File: src/rtl/pipe_stall_ctrl_pkg.sv
`default_nettype none
// ============================================================================
//  Module      : pipe_stall_ctrl_pkg
//  Description : Shared types and constants for the pipeline stall/flush
//                controller: FSM state encoding, control-bundle struct and
//                helpers that build the standard control patterns.
//  Revision    : 1.0 - initial release
// ============================================================================
package pipe_stall_ctrl_pkg;

    localparam int RW_DEF     = 5;
    localparam int PERF_W_DEF = 32;

    typedef enum logic [1:0] {
        PSC_ST_RUN      = 2'd0,
        PSC_ST_MEM_WAIT = 2'd1,
        PSC_ST_MD_WAIT  = 2'd2
    } psc_state_e;

    // One bundle for every stage-register control pin the block drives.
    typedef struct packed {
        logic pc_en;
        logic pc_sel;
        logic if_id_en;
        logic id_ex_en;
        logic ex_mem_en;
        logic mem_wb_en;
        logic if_id_flush;
        logic id_ex_flush;
        logic ex_mem_flush;
        logic md_ack;
    } psc_ctrl_t;

    // Every stage advances, nothing flushed.
    function automatic psc_ctrl_t psc_all_en();
        psc_ctrl_t c;
        c           = '0;
        c.pc_en     = 1'b1;
        c.if_id_en  = 1'b1;
        c.id_ex_en  = 1'b1;
        c.ex_mem_en = 1'b1;
        c.mem_wb_en = 1'b1;
        return c;
    endfunction

    // Front end frozen while mul/div runs in EX; a bubble drains into MEM.
    function automatic psc_ctrl_t psc_md_hold();
        psc_ctrl_t c;
        c              = '0;
        c.ex_mem_en    = 1'b1;
        c.ex_mem_flush = 1'b1;
        c.mem_wb_en    = 1'b1;
        return c;
    endfunction

endpackage
`default_nettype wire

File: src/rtl/pipe_stall_ctrl_if.sv
`default_nettype none
// ============================================================================
//  Module      : pipe_stall_ctrl_if
//  Description : Stage-status inputs and stage-register control outputs of
//                the pipeline stall/flush controller. Signal suffixes are
//                from the controller's point of view.
//  Revision    : 1.0 - initial release
// ============================================================================
interface pipe_stall_ctrl_if
    import pipe_stall_ctrl_pkg::*;
#(
    parameter int RW     = RW_DEF,
    parameter int PERF_W = PERF_W_DEF
);
    logic [RW-1:0]     id_rs1_i;
    logic [RW-1:0]     id_rs2_i;
    logic              id_rs1_re_i;
    logic              id_rs2_re_i;
    logic [RW-1:0]     ex_rd_i;
    logic              ex_is_load_i;
    logic              ex_br_taken_i;
    logic              md_start_i;
    logic              md_done_i;
    logic              mem_req_i;
    logic              mem_ack_i;
    logic              pc_en_o;
    logic              pc_sel_o;
    logic              if_id_en_o;
    logic              id_ex_en_o;
    logic              ex_mem_en_o;
    logic              mem_wb_en_o;
    logic              if_id_flush_o;
    logic              id_ex_flush_o;
    logic              ex_mem_flush_o;
    logic              md_ack_o;
    logic [PERF_W-1:0] stall_cnt_o;
    logic [PERF_W-1:0] flush_cnt_o;

    // Core side: reports stage status, receives control.
    modport master (
        output id_rs1_i, id_rs2_i, id_rs1_re_i, id_rs2_re_i, ex_rd_i,
               ex_is_load_i, ex_br_taken_i, md_start_i, md_done_i,
               mem_req_i, mem_ack_i,
        input  pc_en_o, pc_sel_o, if_id_en_o, id_ex_en_o, ex_mem_en_o,
               mem_wb_en_o, if_id_flush_o, id_ex_flush_o, ex_mem_flush_o,
               md_ack_o, stall_cnt_o, flush_cnt_o
    );

    // Controller side.
    modport slave (
        input  id_rs1_i, id_rs2_i, id_rs1_re_i, id_rs2_re_i, ex_rd_i,
               ex_is_load_i, ex_br_taken_i, md_start_i, md_done_i,
               mem_req_i, mem_ack_i,
        output pc_en_o, pc_sel_o, if_id_en_o, id_ex_en_o, ex_mem_en_o,
               mem_wb_en_o, if_id_flush_o, id_ex_flush_o, ex_mem_flush_o,
               md_ack_o, stall_cnt_o, flush_cnt_o
    );
endinterface
`default_nettype wire

File: src/rtl/pipe_hazard_det.sv
`default_nettype none
// ============================================================================
//  Module      : pipe_hazard_det
//  Description : Combinational load-use detector. Flags when the load in EX
//                writes a non-zero register that the instruction in ID reads.
//  Revision    : 1.0 - initial release
// ============================================================================
module pipe_hazard_det
    import pipe_stall_ctrl_pkg::*;
#(
    parameter int RW = RW_DEF
) (
    input  wire logic [RW-1:0] id_rs1_i,
    input  wire logic [RW-1:0] id_rs2_i,
    input  wire logic          id_rs1_re_i,
    input  wire logic          id_rs2_re_i,
    input  wire logic [RW-1:0] ex_rd_i,
    input  wire logic          ex_is_load_i,
    output logic               loaduse_o
);
    logic rs1_hit;
    logic rs2_hit;

    // x0 is never a real producer, so a load to it cannot create a hazard.
    always_comb begin
        rs1_hit   = id_rs1_re_i && (id_rs1_i == ex_rd_i);
        rs2_hit   = id_rs2_re_i && (id_rs2_i == ex_rd_i);
        loaduse_o = ex_is_load_i && (ex_rd_i != '0) && (rs1_hit || rs2_hit);
    end
endmodule
`default_nettype wire

File: src/rtl/pipe_stall_ctrl.sv
`default_nettype none
// ============================================================================
//  Module      : pipe_stall_ctrl
//  Description : Central pipeline control for the 5-stage core. Resolves
//                data-memory wait, multi-cycle mul/div, taken branch and
//                load-use hazards into per-stage enable/flush decisions.
//                Outputs are combinational from state and inputs.
//                Optional macro PIPE_STALL_CTRL_PERF_EN adds stall/flush
//                cycle counters; without it the counter ports read 0.
//  Revision    : 1.0 - initial release
// ============================================================================
module pipe_stall_ctrl
    import pipe_stall_ctrl_pkg::*;
#(
    parameter int RW     = RW_DEF,
    parameter int PERF_W = PERF_W_DEF
) (
    input  wire logic          clk_i,
    input  wire logic          rst_n_i,
    pipe_stall_ctrl_if.slave   bus
);
    psc_state_e state_q;
    psc_state_e state_d;
    psc_ctrl_t  ctrl;
    logic       loaduse;
    logic       memstall;

    pipe_hazard_det #(
        .RW (RW)
    ) u_hazard_det (
        .id_rs1_i     (bus.id_rs1_i),
        .id_rs2_i     (bus.id_rs2_i),
        .id_rs1_re_i  (bus.id_rs1_re_i),
        .id_rs2_re_i  (bus.id_rs2_re_i),
        .ex_rd_i      (bus.ex_rd_i),
        .ex_is_load_i (bus.ex_is_load_i),
        .loaduse_o    (loaduse)
    );

    assign memstall = bus.mem_req_i & ~bus.mem_ack_i;

    // Next state and stage controls; reset forces every control low.
    always_comb begin
        ctrl    = '0;
        state_d = state_q;
        if (!rst_n_i) begin
            state_d = PSC_ST_RUN;
        end else begin
            case (state_q)
                PSC_ST_MD_WAIT: begin
                    if (memstall) begin
                        // Whole pipe frozen; ack withheld until memory completes.
                        ctrl = '0;
                    end else if (!bus.md_done_i) begin
                        ctrl = psc_md_hold();
                    end else begin
                        // Hazards are re-evaluated next cycle from RUN.
                        ctrl        = psc_all_en();
                        ctrl.md_ack = 1'b1;
                        state_d     = PSC_ST_RUN;
                    end
                end
                default: begin
                    // RUN and MEM_WAIT share rules: once memory completes,
                    // MEM_WAIT behaves exactly as RUN in the same cycle.
                    // An illegal encoding also lands here and recovers.
                    if (memstall) begin
                        ctrl    = '0;
                        state_d = PSC_ST_MEM_WAIT;
                    end else if (bus.md_start_i) begin
                        ctrl    = psc_md_hold();
                        state_d = PSC_ST_MD_WAIT;
                    end else if (bus.ex_br_taken_i) begin
                        ctrl             = psc_all_en();
                        ctrl.pc_sel      = 1'b1;
                        ctrl.if_id_flush = 1'b1;
                        ctrl.id_ex_flush = 1'b1;
                        state_d          = PSC_ST_RUN;
                    end else if (loaduse) begin
                        ctrl             = psc_all_en();
                        ctrl.pc_en       = 1'b0;
                        ctrl.if_id_en    = 1'b0;
                        ctrl.id_ex_flush = 1'b1;
                        state_d          = PSC_ST_RUN;
                    end else begin
                        ctrl    = psc_all_en();
                        state_d = PSC_ST_RUN;
                    end
                end
            endcase
        end
    end

    // State register with synchronous active-low reset.
    always_ff @(posedge clk_i) begin
        if (!rst_n_i) begin
            state_q <= PSC_ST_RUN;
        end else begin
            state_q <= state_d;
        end
    end

    assign bus.pc_en_o        = ctrl.pc_en;
    assign bus.pc_sel_o       = ctrl.pc_sel;
    assign bus.if_id_en_o     = ctrl.if_id_en;
    assign bus.id_ex_en_o     = ctrl.id_ex_en;
    assign bus.ex_mem_en_o    = ctrl.ex_mem_en;
    assign bus.mem_wb_en_o    = ctrl.mem_wb_en;
    assign bus.if_id_flush_o  = ctrl.if_id_flush;
    assign bus.id_ex_flush_o  = ctrl.id_ex_flush;
    assign bus.ex_mem_flush_o = ctrl.ex_mem_flush;
    assign bus.md_ack_o       = ctrl.md_ack;

`ifdef PIPE_STALL_CTRL_PERF_EN
    logic [PERF_W-1:0] stall_cnt_q;
    logic [PERF_W-1:0] stall_cnt_d;
    logic [PERF_W-1:0] flush_cnt_q;
    logic [PERF_W-1:0] flush_cnt_d;
    logic              any_flush;

    // Counters wrap naturally at 2^PERF_W.
    always_comb begin
        any_flush   = ctrl.if_id_flush | ctrl.id_ex_flush | ctrl.ex_mem_flush;
        stall_cnt_d = stall_cnt_q + {{(PERF_W-1){1'b0}}, ~ctrl.pc_en};
        flush_cnt_d = flush_cnt_q + {{(PERF_W-1){1'b0}}, any_flush};
    end

    // Counter registers, cleared by reset.
    always_ff @(posedge clk_i) begin
        if (!rst_n_i) begin
            stall_cnt_q <= '0;
            flush_cnt_q <= '0;
        end else begin
            stall_cnt_q <= stall_cnt_d;
            flush_cnt_q <= flush_cnt_d;
        end
    end

    assign bus.stall_cnt_o = stall_cnt_q;
    assign bus.flush_cnt_o = flush_cnt_q;
`else
    assign bus.stall_cnt_o = '0;
    assign bus.flush_cnt_o = '0;
`endif

endmodule
`default_nettype wire

File: src/flat_wrapper.sv
// flat-port wrapper written by rule: the top's interface ports become plain ports
module pipe_stall_ctrl_flat import pipe_stall_ctrl_pkg::*;
#(
    parameter int RW     = RW_DEF,
    parameter int PERF_W = PERF_W_DEF
)
  (clk_i, rst_n_i, bus_id_rs1_i, bus_id_rs2_i, bus_id_rs1_re_i, bus_id_rs2_re_i, bus_ex_rd_i, bus_ex_is_load_i, bus_ex_br_taken_i, bus_md_start_i, bus_md_done_i, bus_mem_req_i, bus_mem_ack_i, bus_pc_en_o, bus_pc_sel_o, bus_if_id_en_o, bus_id_ex_en_o, bus_ex_mem_en_o, bus_mem_wb_en_o, bus_if_id_flush_o, bus_id_ex_flush_o, bus_ex_mem_flush_o, bus_md_ack_o, bus_stall_cnt_o, bus_flush_cnt_o);
  pipe_stall_ctrl_if #(.RW(RW), .PERF_W(PERF_W)) bus_i ();
  input  wire logic clk_i;
  input  wire logic rst_n_i;
  input wire logic [$bits(bus_i.id_rs1_i)-1:0] bus_id_rs1_i;
  input wire logic [$bits(bus_i.id_rs2_i)-1:0] bus_id_rs2_i;
  input wire logic [$bits(bus_i.id_rs1_re_i)-1:0] bus_id_rs1_re_i;
  input wire logic [$bits(bus_i.id_rs2_re_i)-1:0] bus_id_rs2_re_i;
  input wire logic [$bits(bus_i.ex_rd_i)-1:0] bus_ex_rd_i;
  input wire logic [$bits(bus_i.ex_is_load_i)-1:0] bus_ex_is_load_i;
  input wire logic [$bits(bus_i.ex_br_taken_i)-1:0] bus_ex_br_taken_i;
  input wire logic [$bits(bus_i.md_start_i)-1:0] bus_md_start_i;
  input wire logic [$bits(bus_i.md_done_i)-1:0] bus_md_done_i;
  input wire logic [$bits(bus_i.mem_req_i)-1:0] bus_mem_req_i;
  input wire logic [$bits(bus_i.mem_ack_i)-1:0] bus_mem_ack_i;
  output wire logic [$bits(bus_i.pc_en_o)-1:0] bus_pc_en_o;
  output wire logic [$bits(bus_i.pc_sel_o)-1:0] bus_pc_sel_o;
  output wire logic [$bits(bus_i.if_id_en_o)-1:0] bus_if_id_en_o;
  output wire logic [$bits(bus_i.id_ex_en_o)-1:0] bus_id_ex_en_o;
  output wire logic [$bits(bus_i.ex_mem_en_o)-1:0] bus_ex_mem_en_o;
  output wire logic [$bits(bus_i.mem_wb_en_o)-1:0] bus_mem_wb_en_o;
  output wire logic [$bits(bus_i.if_id_flush_o)-1:0] bus_if_id_flush_o;
  output wire logic [$bits(bus_i.id_ex_flush_o)-1:0] bus_id_ex_flush_o;
  output wire logic [$bits(bus_i.ex_mem_flush_o)-1:0] bus_ex_mem_flush_o;
  output wire logic [$bits(bus_i.md_ack_o)-1:0] bus_md_ack_o;
  output wire logic [$bits(bus_i.stall_cnt_o)-1:0] bus_stall_cnt_o;
  output wire logic [$bits(bus_i.flush_cnt_o)-1:0] bus_flush_cnt_o;
  assign bus_i.id_rs1_i = bus_id_rs1_i;
  assign bus_i.id_rs2_i = bus_id_rs2_i;
  assign bus_i.id_rs1_re_i = bus_id_rs1_re_i;
  assign bus_i.id_rs2_re_i = bus_id_rs2_re_i;
  assign bus_i.ex_rd_i = bus_ex_rd_i;
  assign bus_i.ex_is_load_i = bus_ex_is_load_i;
  assign bus_i.ex_br_taken_i = bus_ex_br_taken_i;
  assign bus_i.md_start_i = bus_md_start_i;
  assign bus_i.md_done_i = bus_md_done_i;
  assign bus_i.mem_req_i = bus_mem_req_i;
  assign bus_i.mem_ack_i = bus_mem_ack_i;
  assign bus_pc_en_o = bus_i.pc_en_o;
  assign bus_pc_sel_o = bus_i.pc_sel_o;
  assign bus_if_id_en_o = bus_i.if_id_en_o;
  assign bus_id_ex_en_o = bus_i.id_ex_en_o;
  assign bus_ex_mem_en_o = bus_i.ex_mem_en_o;
  assign bus_mem_wb_en_o = bus_i.mem_wb_en_o;
  assign bus_if_id_flush_o = bus_i.if_id_flush_o;
  assign bus_id_ex_flush_o = bus_i.id_ex_flush_o;
  assign bus_ex_mem_flush_o = bus_i.ex_mem_flush_o;
  assign bus_md_ack_o = bus_i.md_ack_o;
  assign bus_stall_cnt_o = bus_i.stall_cnt_o;
  assign bus_flush_cnt_o = bus_i.flush_cnt_o;
  pipe_stall_ctrl #(.RW(RW), .PERF_W(PERF_W)) u_core (.clk_i(clk_i), .rst_n_i(rst_n_i), .bus(bus_i));
endmodule
File: config.mk
export PLATFORM = sky130hd
export DESIGN_NAME = pipe_stall_ctrl_flat
export DESIGN_NICKNAME = d
export VERILOG_FILES = /design/src/rtl/pipe_stall_ctrl_pkg.sv /design/src/rtl/pipe_stall_ctrl_if.sv /design/src/rtl/pipe_hazard_det.sv /design/src/rtl/pipe_stall_ctrl.sv /design/src/flat_wrapper.sv
export SDC_FILE = /design/constraint.sdc
export NUM_CORES = 1
export LEC_CHECK = 0
export ABC_AREA = 1
export BUFFER_PORTS_ARGS = -buffer_cell sky130_fd_sc_hd__buf_4
export CAP_MARGIN = 15
export CORE_MARGIN = 2
export CORE_UTILIZATION = 35
export DETAILED_ROUTE_END_ITERATION = 10
export GPL_ROUTABILITY_DRIVEN = 1
export GPL_TIMING_DRIVEN = 0
export PLACE_DENSITY = 0.92
export REMOVE_ABC_BUFFERS = 1
export SYNTH_ARGS = -nofsm -noshare
export SYNTH_HDL_FRONTEND = slang
export SYNTH_HIERARCHICAL = 1
export SYNTH_SLANG_ARGS = --single-unit
File: constraint.sdc
create_clock -name clk_i -period 1.48 [get_ports clk_i]
set_input_delay 0.148 -clock clk_i [delete_from_list [all_inputs] [get_ports clk_i]]
set_output_delay 0.148 -clock clk_i [all_outputs]
set_load 0.01 [all_outputs]
### Word-level counts from Yosys, hierarchy flattened

Cells that the tools add are included.
W data, S select, Z words.

* eq/ne operators: 5
* multiplexer cells: 13
* bitwise gates (word level): 2
* reductions and logical operators: 7

Operators by type and width (count)
* $mux W10: 8
* $eq A5 B5 Y1: 2
* $mux W2: 5
* $reduce_bool A5 Y1: 1
* $logic_and A1 B1 Y1: 4
* $ne A2 B2 Y1 const B: 2
* $eq A2 B2 Y1 const B: 1
* $reduce_and A2 Y1: 1
* $and A1 B1 Y1: 1
* $logic_or A1 B1 Y1: 1
* $not A1 Y1: 1

* register bits: 2
* bits of input ports: 25
* output and inout bits: 74
* logic and storage cells: 28

### Depth between registers and ports, before layout

Gate-level depths: netlist of run 1.

* depth after elaboration: 10
* mapped depth: 12
* mapped depth without buffers: 11

### Hierarchy

The synthesis of run 1 kept the hierarchy.

By module, submodules not included
* pipe_stall_ctrl: times used 1, cells each 103, area an instance 723.2 um2, sequential area each 40.0 um2
* pipe_hazard_det: times used 1, cells each 55, area an instance 216.5 um2, sequential area each 0.0 um2

### Worst setup path after synthesis of run 1

OpenSTA, ideal clock, no wires.

* path type: input to output
* from: input port bus_ex_rd_i[3]
* to: output port bus_pc_en_o
* arrival: 1.069 ns
* data required time: 1.332 ns
* setup slack: 0.263 ns
* stages on the path: 12
* buffers on the path: 1
* cell sequence: inv_1 -> nand2_1 -> nand2_1 -> nor2_1 -> nand3_1 -> a21oi_1 -> inv_1 -> nor2_1 -> nor2_1 -> nand2_1 -> nand2_1 -> buf_4

* longest elaborated chain between the ends: 10
* elaborated cells between the ends (all ways): 14
* those cells by class: 2 x eq/ne; 6 x mux; 6 x reduce/logical

RTL lines
* from (decl): line flat_wrapper.sv:15 `input wire logic [$bits(bus_i.ex_rd_i)-1:0] bus_ex_rd_i;`
* $eq A5 B5 Y1 (on tied branches): line pipe_hazard_det.sv:26, pipe_hazard_det.sv:27
* $logic_and A1 B1 Y1 (on tied branches): line pipe_hazard_det.sv:26, pipe_hazard_det.sv:27
* $logic_or A1 B1 Y1: line pipe_hazard_det.sv:28 `loaduse_o = ex_is_load_i && (ex_rd_i != '0) && (rs1_hit || rs2_hit);`
* $logic_and A1 B1 Y1 *: line pipe_hazard_det.sv:28
* net u_core.loaduse: line pipe_stall_ctrl.sv:25 `logic loaduse;`
* $mux W10 *: line pipe_stall_ctrl.sv:79 `end else if (loaduse) begin`
* $mux W10 *: line pipe_stall_ctrl.sv:73 `end else if (bus.ex_br_taken_i) begin`
* $mux W10 *: line pipe_stall_ctrl.sv:70 `end else if (bus.md_start_i) begin`
* $mux W10 *: line pipe_stall_ctrl.sv:67 `if (memstall) begin`
* $mux W10 *: line pipe_stall_ctrl.sv:49 `case (state_q)`
* $mux W10 *: line pipe_stall_ctrl.sv:46 `if (!rst_n_i) begin`
* to (decl): line flat_wrapper.sv:22 `output wire logic [$bits(bus_i.pc_en_o)-1:0] bus_pc_en_o;`

Mark *: on every way through the listed nets, which the timed path passes. The rest lies on a longest branch.

### Worst setup path in the final report of run 1

* from: input port bus_ex_rd_i[0]
* to: output port bus_id_ex_flush_o

* longest elaborated chain between the ends: 10
* elaborated cells between the ends (all ways): 14
* those cells by class: 2 x eq/ne; 6 x mux; 6 x reduce/logical

RTL lines
* $eq A5 B5 Y1 (on tied branches): line pipe_hazard_det.sv:26, pipe_hazard_det.sv:27
* $logic_and A1 B1 Y1 (on tied branches): line pipe_hazard_det.sv:26, pipe_hazard_det.sv:27
* $logic_or A1 B1 Y1: line pipe_hazard_det.sv:28
* $logic_and A1 B1 Y1 *: line pipe_hazard_det.sv:28
* net u_core.loaduse: line pipe_stall_ctrl.sv:25
* $mux W10 *: line pipe_stall_ctrl.sv:79
* $mux W10 *: line pipe_stall_ctrl.sv:73
* $mux W10 *: line pipe_stall_ctrl.sv:70
* $mux W10 *: line pipe_stall_ctrl.sv:67
* $mux W10 *: line pipe_stall_ctrl.sv:49
* $mux W10 *: line pipe_stall_ctrl.sv:46
* to (decl): line flat_wrapper.sv:29 `output wire logic [$bits(bus_i.id_ex_flush_o)-1:0] bus_id_ex_flush_o;`

Marks and branches as above.

==> Flow_metrics.wiki, run 1 <==
{| class="wikitable"
! Metric !! Value
|-
| Endpoint arrival time on the critical path || 1.23 ns
|-
| Number of sinks on the clock net || 2
|-
| Pin count of the biggest net entering global routing || 8
|-
| Number of rows in the core area || 18
|-
| Clock transition time at the flip-flop clock pins of the worst setup and hold paths || 0.03 ns
|-
| Number of H-tree branching levels || 1
|-
| Starting density of the core || 0.376
|-
| Count of nets after finishing || 219
|-
| Area share of fa/ha/maj cells after synthesis || 0
|-
| Critical path fanouts, max || 4
|-
| Aggregate global routing overflow || 0
|-
| Mux cell area share after synthesis || 0
|-
| Die X-Extent || 55.8 um
|-
| Antenna violations before repair || 0
|-
| Last weighted congestion value of the routability-driven placer || 0.758
|-
| Status || finished clean
|-
| Fraction of power consumed by sequential logic || 0.136
|-
| Category of the worst setup path capture point || primary output
|-
| Setup crit start kind || primary input
|-
| Number of port buffers || 34
|-
| Count of antenna diodes in the layout || 0
|-
| TritonCTS Buffers || 3
|-
| Number of flip-flops and latches in the synthesized netlist || 2
|-
| First-pass GRT wire length || 2330 um
|-
| Synthesized area || 940 um^2
|-
| Final cycle utilization of the critical path || 0.932
|-
| Critical Path RT || 1.33 ns
|-
| Cell Pwr Density || 437 mW/mm^2
|-
| Synth warn || 6
|-
| Area after DPL || 966 um^2
|-
| Cell variety after synth || 19
|-
| Post-DP HPWL || 1410 um
|-
| Vertical die dimension || 55.8 um
|-
| Count of boundary I/O pins || 99
|-
| Post-layout utilization of the core || 0.403
|-
| Unrepaired setup endpoints after global routing || yes
|-
| Max-cap violation count || 0
|-
| Logic pwr share || 0.588
|-
| Hold path depth || 3
|-
| Antenna-violating nets left || 0
|-
| Layout overhead on the synthesized area || 7.19%
|-
| Compound-Gate Fraction of Synth Area || 0.0333
|-
| First-pass iteration count of the detailed router || 4
|-
| Post-synthesis share of cell area spent on xor and xnor gates || 0
|-
| Proportion of power drawn by the clock network || 0.276
|-
| Total non-filler cell area in the finished layout || 0.00101 mm^2
|-
| TritonCTS clock tree || done
|-
| Drt initial violations || 16
|-
| Dominant combinational cell family by area after synthesis || buffers and inverters
|-
| Path class of the lowest-slack min-delay path || in -> reg
|-
| Cell-internal power || 0.241 mW
|-
| Reported net switching power || 0.199 mW
|-
| Routed via count || 776
|-
| Post-synthesis share of cell area spent on and, or, nand and nor gates || 0.293
|-
| Routed vias/inst || 3.50
|-
| Commonest non-fill, non-tap cells in the layout || 64 x conb_1, 35 x buf_4, 31 x nand2_1, 16 x inv_1, 14 x nor2_1
|-
| Register bank with the most flops || u_core/state_q
|-
| Worst vdd ir || 0.000326 V
|-
| Post-synthesis cell count || 158
|-
| Clock Skew || 0.00320 ns
|-
| Category of the most critical setup path || in -> out
|-
| Post-layout minimum cycle time || 1.38 ns
|-
| Number of global-route vias before repair || 602
|-
| Total GRT Usage || 0.0896
|-
| Top Registers || u_core/state_q x2
|-
| Final max-slew violation count || 0
|-
| R2R cell count || 5
|-
| Maximum achievable frequency || 725 MHz
|-
| Most common library cell in the layout ignoring fill and taps || conb_1
|-
| Clock tree root driver cell || clkbuf_4
|-
| Clock buffer depth || 2
|-
| Average routed wire per standard cell || 7.03 um
|-
| Total wire length after detailed routing || 1560 um
|-
| Number of fillers in the final layout || 261
|-
| Share of final-layout standard cells stronger than drive strength 1 || 0.292
|-
| Switch share || 0.452
|-
| DR DRC count || 0
|-
| Share of the yosys chip area belonging to registers || 0.0426
|-
| Flip-flop count of the largest register after layout || 2
|-
| Standard cell core area || 0.00250 mm^2
|-
| Die footprint || 0.00312 mm^2
|-
| Leakage power || 0.679 nW
|-
| Total count of hold-check failures in the final report || 0
|-
| Endpoints failing setup || 0
|-
| Clk_lat worst skew || 0.22 ns
|-
| Syn avg cell area || 5.95 um^2
|}
## what timing repair did
| item | 4_1_cts | 5_1_grt |
|---|---|---|
| endpoints found under the setup margin | 0 | 3 |
| gates resized for setup | 0 | 6 |
| setup buffers | 0 | 1 |
| hold buffers | 0 | 0 |
## cell type report
| class | instances | area, um^2 | area share |
|---|---|---|---|
| clock buffers | 3 | 22.5 | 0.0224 |
| inverters | 23 | 86.3 | 0.0857 |
| multi-input cells | 129 | 558 | 0.554 |
| flip-flops and latches | 2 | 40.0 | 0.0398 |
| well taps | 30 | 37.5 | 0.0373 |
| repair buffers | 35 | 263 | 0.261 |
## through the flow
| step | TNS [ns] | instances | power, mW | setup WS [ns] | hold WS [ns] |
|---|---|---|---|---|---|
| floorplan | 0 | 154 | 0.217 | 0.385 | 0.290 |
| global placement | 0 | 218 | 0.307 | 0.0444 | 0.442 |
| detailed placement | 0 | 218 | 0.310 | 0.0369 | 0.447 |
| CTS | 0 | 221 | 0.439 | 0.0320 | 0.211 |
| global route | -0.00776 | 222 | 0.483 | -0.00529 | 0.228 |
| finish | 0 | 222 | 0.440 | 0.101 | 0.218 |
## worst max-delay path, cell delays in order
cell	delay [ns]
buf_4	0.10
inv_2	0.04
nand2_2	0.05
nand2_1	0.04
nor2_1	0.11
nand3_1	0.10
a21oi_2	0.18
buf_4	0.13
nor2_1	0.03
nor3_2	0.16
buf_4	0.14
## power groups by stage
stage | combinational, mW | clock (mW) | sequential (mW)
after detailed placement | 0.250 | 0 | 0.0605
after floorplan | 0.157 | 0 | 0.0602
after global placement | 0.246 | 0 | 0.0602
after global routing | 0.287 | 0.136 | 0.0600
final | 0.258 | 0.121 | 0.0597
after CTS | 0.251 | 0.128 | 0.0598
## worst paths after layout
path                                       start                              to  slack, ns
hold / removal                           rst_n_i  u_core/state_q[1]$_SDFFE_PN0P_       0.22
hold reg to reg   u_core/state_q[1]$_SDFFE_PN0P_  u_core/state_q[1]$_SDFFE_PN0P_       0.58
setup / recovery                  bus_ex_rd_i[0]               bus_id_ex_flush_o       0.10
setup reg to reg  u_core/state_q[1]$_SDFFE_PN0P_  u_core/state_q[0]$_SDFFE_PN0P_       0.67
## logic make-up after synthesis
logic type      after synthesis
simple gates                 60
buf+inv                      90
flops                         2
compound gates                5
other cells                   1
## synth_stat cells, drive strengths merged
cell type | count | share of area
nand2 | 36 | 0.16
o21a | 1 | 0.0080
inv | 22 | 0.088
nand4 | 2 | 0.020
dfxtp | 2 | 0.043
nor3 | 1 | 0.011
a21oi | 2 | 0.011
nand3 | 4 | 0.021
conb | 1 | 0.0040
nor2 | 17 | 0.084
clkinv | 1 | 0.0040
o21ai | 2 | 0.015
buf | 67 | 0.54
## per-layer routing
metal  vias to the layer above  GRT usage  wire (um)
li1                        405          -          -
met1                       324     0.0987        535
met2                        47      0.156        826
met3                         0     0.0233        198
met4                         0     0.0476          0
met5                         -          0          0
(Power assumes the default switching activity.)
==> inputs of run 2 (changes only) <==
Settings changed: ABC_AREA 1 to not set, CORE_UTILIZATION 35 to 33, MAX_ROUTING_LAYER set to met4.
==> run 2 against run 1 <==
The run now ends with setup timing left. Maximum frequency down 18%. Clock skew down 0.0031 ns. Combinational power down 5%. Critical endpoint is now bus_pc_en_o. Clock power down 3%. First-iteration DRC count down 69%. Hold slack worse by 0.055 ns. Largest power group unchanged.
==> Flow_metrics.wiki, run 2 <==
{| class="wikitable"
! Metric !! Value
|-
| Status || complete, but fails checks
|-
| Violated checks || setup timing
|-
| Final cycle utilization of the critical path || 1.14 (+0.207)
|-
| First-pass iteration count of the detailed router || 4 (unchanged)
|-
| Cell Pwr Density || 457 mW/mm^2 (+4.8%)
|-
| Share of final-layout standard cells stronger than drive strength 1 || 0.350 (+0.0580)
|-
| Fraction of power consumed by sequential logic || 0.143 (+0.007)
|-
| Number of flip-flops and latches in the synthesized netlist || 2 (unchanged)
|-
| Drt initial violations || 5 (-11)
|-
| Setup slack of the critical path after layout || -0.206 ns (-0.307 ns)
|-
| Clock Skew || 0.0000586 ns (-0.00314 ns)
|-
| TritonCTS clock tree || done
|-
| Reg2Reg Launch Point || u_core/state_q[0]$_SDFFE_PN0P_
|-
| TritonCTS Buffers || 3 (unchanged)
|-
| Worst Hold Launch || rst_n_i
|-
| Category of the worst setup path capture point || primary output
|-
| Die X-Extent || 53.6 um (-3.9%)
|-
| Category of the most critical setup path || in -> out
|-
| Register bank with the most flops || u_core/state_q
|-
| Layout overhead on the synthesized area || 13.8%
|-
| Total count of hold-check failures in the final report || 0 (unchanged)
|-
| Routed vias/inst || 3.50 (about the same)
|-
| Number of synthesized flops with an enable pin || 0 (unchanged)
|-
| Share of async-settable or async-resettable flops after synthesis || 0 (unchanged)
|-
| Die footprint || 0.00288 mm^2 (-7.6%)
|-
| Total non-filler cell area in the finished layout || 926 um^2 (-8.1%)
|-
| Last weighted congestion value of the routability-driven placer || 0.706 (-6.9%)
|-
| Clock tree root driver cell || clkbuf_4
|-
| Endpoint arrival time on the critical path || 1.54 ns (+0.31 ns)
|-
| Worst-case hold slack || 0.163 ns (-0.0554 ns)
|-
| Logic pwr share || 0.581 (-0.007)
|-
| Clock buffer depth || 2 (unchanged)
|-
| Area after DPL || 837 um^2 (-13%)
|-
| Routed via count || 598 (-23%)
|-
| Endpoints failing setup || 3 (+3)
|-
| Cell-internal power || 0.248 mW (+2.8%)
|-
| Dominant combinational cell family by area after synthesis || buffers and inverters
|-
| Number of rows in the core area || 17 (-1)
|-
| Count of boundary I/O pins || 99 (unchanged)
|-
| Worst vdd ir || 0.000217 V (-33%)
|-
| Leakage power || 0.527 nW (-22%)
|-
| Reported net switching power || 0.176 mW (-12%)
|-
| Aggregate global routing overflow || 0 (unchanged)
|-
| Starting density of the core || 0.357 (-0.0185)
|-
| Critical path fanouts, max || 3 (-1)
|-
| Post-synthesis share of cell area spent on and, or, nand and nor gates || 0.155 (-0.138)
|-
| Share of the yosys chip area belonging to registers || 0.0492 (+0.00662)
|-
| Post-synthesis cell count || 108 (-32%)
|-
| First-pass GRT wire length || 1970 um (-15%)
|-
| Flip-flop count of the largest register after layout || 2 (unchanged)
|-
| Number of sinks on the clock net || 2 (unchanged)
|-
| Syn avg cell area || 7.53 um^2 (+27%)
|-
| Unrepaired setup endpoints after global routing || yes
|-
| Setup crit start kind || primary input
|-
| Average routed wire per standard cell || 8.61 um (+23%)
|-
| Worst min-delay path endpoint || u_core/state_q[1]$_SDFFE_PN0P_
|-
| DR DRC count || 0 (unchanged)
|-
| Area share of fa/ha/maj cells after synthesis || 0 (unchanged)
|-
| Standard cell core area || 0.00228 mm^2 (-9.0%)
|-
| Clk_lat worst skew || 0.22 ns (about the same)
|-
| Setup slack of the worst register-to-register path || 0.52 ns (-0.15 ns)
|-
| Mux cell area share after synthesis || 0 (unchanged)
|-
| Fraction of post-synthesis cell area in the top cell type by area || 0.618 (+0.0832)
|-
| Post-synth top cells || 67 x buf_4, 8 x xor2_1, 3 x a21oi_1, 3 x nor2_1, 3 x nor4_1
|-
| Primary FF master, synth || dfxtp_1
|-
| Number of H-tree branching levels || 1 (unchanged)
|-
| Antenna-violating nets left || 0 (unchanged)
|-
| R2R cell count || 3 (-2)
|-
| Max-cap violation count || 0 (unchanged)
|-
| Path class of the lowest-slack min-delay path || in -> reg
|-
| Post-synthesis share of cell area spent on xor and xnor gates || 0.108 (+0.108)
|-
| Leading post-synthesis cells by cell area || buf_4 62%, xor2_1 8.6%, dfxtp_1 4.9%
|-
| Switch share || 0.415 (-0.0369)
|-
| Clock transition time at the flip-flop clock pins of the worst setup and hold paths || 0.03 ns (about the same)
|-
| Final max-slew violation count || 0 (unchanged)
|-
| Most common library cell in the layout ignoring fill and taps || conb_1
|-
| Pin count of the biggest net entering global routing || 8 (unchanged)
|-
| Number of port buffers || 34 (unchanged)
|-
| Cts-stage hold buffer count || 0 (unchanged)
|-
| Commonest non-fill, non-tap cells in the layout || 64 x conb_1, 33 x buf_4, 7 x xor2_1, 3 x clkbuf_4
|-
| Synth warn || 6 (unchanged)
|-
| Total GRT Usage || 0.0999 (+0.0103)
|-
| Vertical die dimension || 53.6 um (-3.9%)
|-
| Proportion of power drawn by the clock network || 0.276 (about the same)
|-
| Critical register-to-register path endpoint || u_core/state_q[1]$_SDFFE_PN0P_
|-
| Number of global-route vias before repair || 485 (-19%)
|-
| Synthesized area || 813 um^2 (-13%)
|-
| Post-DP HPWL || 1310 um (-7.2%)
|-
| Leading cell type by number of instances after synthesis || buf_4
|-
| Total wire length after detailed routing || 1470 um (-5.6%)
|-
| Maximum achievable frequency || 593 MHz (-18%)
|-
| Cell variety after synth || 24 (+5)
|-
| Compound-Gate Fraction of Synth Area || 0.0554 (+0.0221)
|-
| Post-layout minimum cycle time || 1.69 ns (+0.307 ns)
|-
| Count of antenna diodes in the layout || 0 (unchanged)
|-
| Hold path depth || 2 (-1)
|-
| Critical Path RT || 1.33 ns (about the same)
|-
| Antenna violations before repair || 0 (unchanged)
|-
| Top Registers || u_core/state_q x2
|-
| Cell taking the most area after synthesis || buf_4
|-
| Count of nets after finishing || 170 (-22%)
|}
-- run 2: repair_timing --
| action | 4_1_cts | 5_1_grt |
|---|---|---|
| setup buffers | 1 | 1 |
| resized for setup | 4 | 8 |
| endpoints found under the setup margin | 3 | 3 |
| pin swaps | 6 | 3 |
-- run 2: how the worst max path moves through the flow --
stage / startpoint / end / slack [ns] / cells past startpoint
finish: bus_ex_rd_i[3] / bus_pc_en_o / -0.21 / 7
global route: bus_ex_rd_i[0] / bus_id_ex_flush_o / -0.31 / 9
CTS: bus_ex_rd_i[3] / bus_pc_en_o / -0.22 / 7
detailed placement: bus_ex_rd_i[0] / bus_pc_en_o / -0.27 / 7
global placement: bus_ex_rd_i[0] / bus_pc_en_o / -0.26 / 7
floorplan: bus_ex_rd_i[0] / bus_if_id_en_o / -0.05 / 5
-- run 2: metal layers --
metal  global-route usage  vias up  share of wire
met5                    -        -              0
li1                     -      283              -
met2                0.200       43           0.63
met3               0.0167        0          0.091
met1               0.0882      272           0.28
met4               0.0513        0              0
-- run 2: power groups by stage --
stage	clock network [mW]	logic, mW	registers, mW
2_1_floorplan	0	0.136	0.0606
3_3_place_gp	0	0.223	0.0609
3_5_place_dp	0	0.226	0.0613
4_1_cts	0.123	0.230	0.0606
5_1_grt	0.124	0.274	0.0610
6_report	0.117	0.246	0.0605
-- run 2: layout make-up --
cell class                 instances  area (um^2)
fill                             239         1350
multi-input combinational        100          532
timing repair buffer              36          289
sequential                         2         40.0
tap                               28         35.0
clock buffer                       3         22.5
inverter                           2         7.51
-- run 2: per-stage QoR --
step           TNS [ns]  std cells  utilization  setup WS, ns  total power, mW
6_report         -0.550        171        0.407        -0.206            0.424
5_1_grt          -0.918        171        0.407        -0.306            0.459
4_1_cts          -0.625        170        0.388        -0.222            0.414
3_5_place_dp     -0.691        166        0.368        -0.273            0.287
3_3_place_gp     -0.610        166        0.368        -0.263            0.283
2_1_floorplan    -0.100        104            -       -0.0502            0.196
-- run 2: kinds of logic after synthesis --
group / count (synthesis)
AOI/OAI and AO/OA: 7
DFF: 2
buffers and inverters: 69
xor gates and xnor gates: 10
other: 1
and+or+nand+nor: 19
-- run 2: critical path, cell delays in order --
cell     delay [ns]
buf_8          0.10
or4_4          0.52
o21ai_2        0.14
a21oi_2        0.05
a211o_1        0.27
a21oi_2        0.17
buf_4          0.14
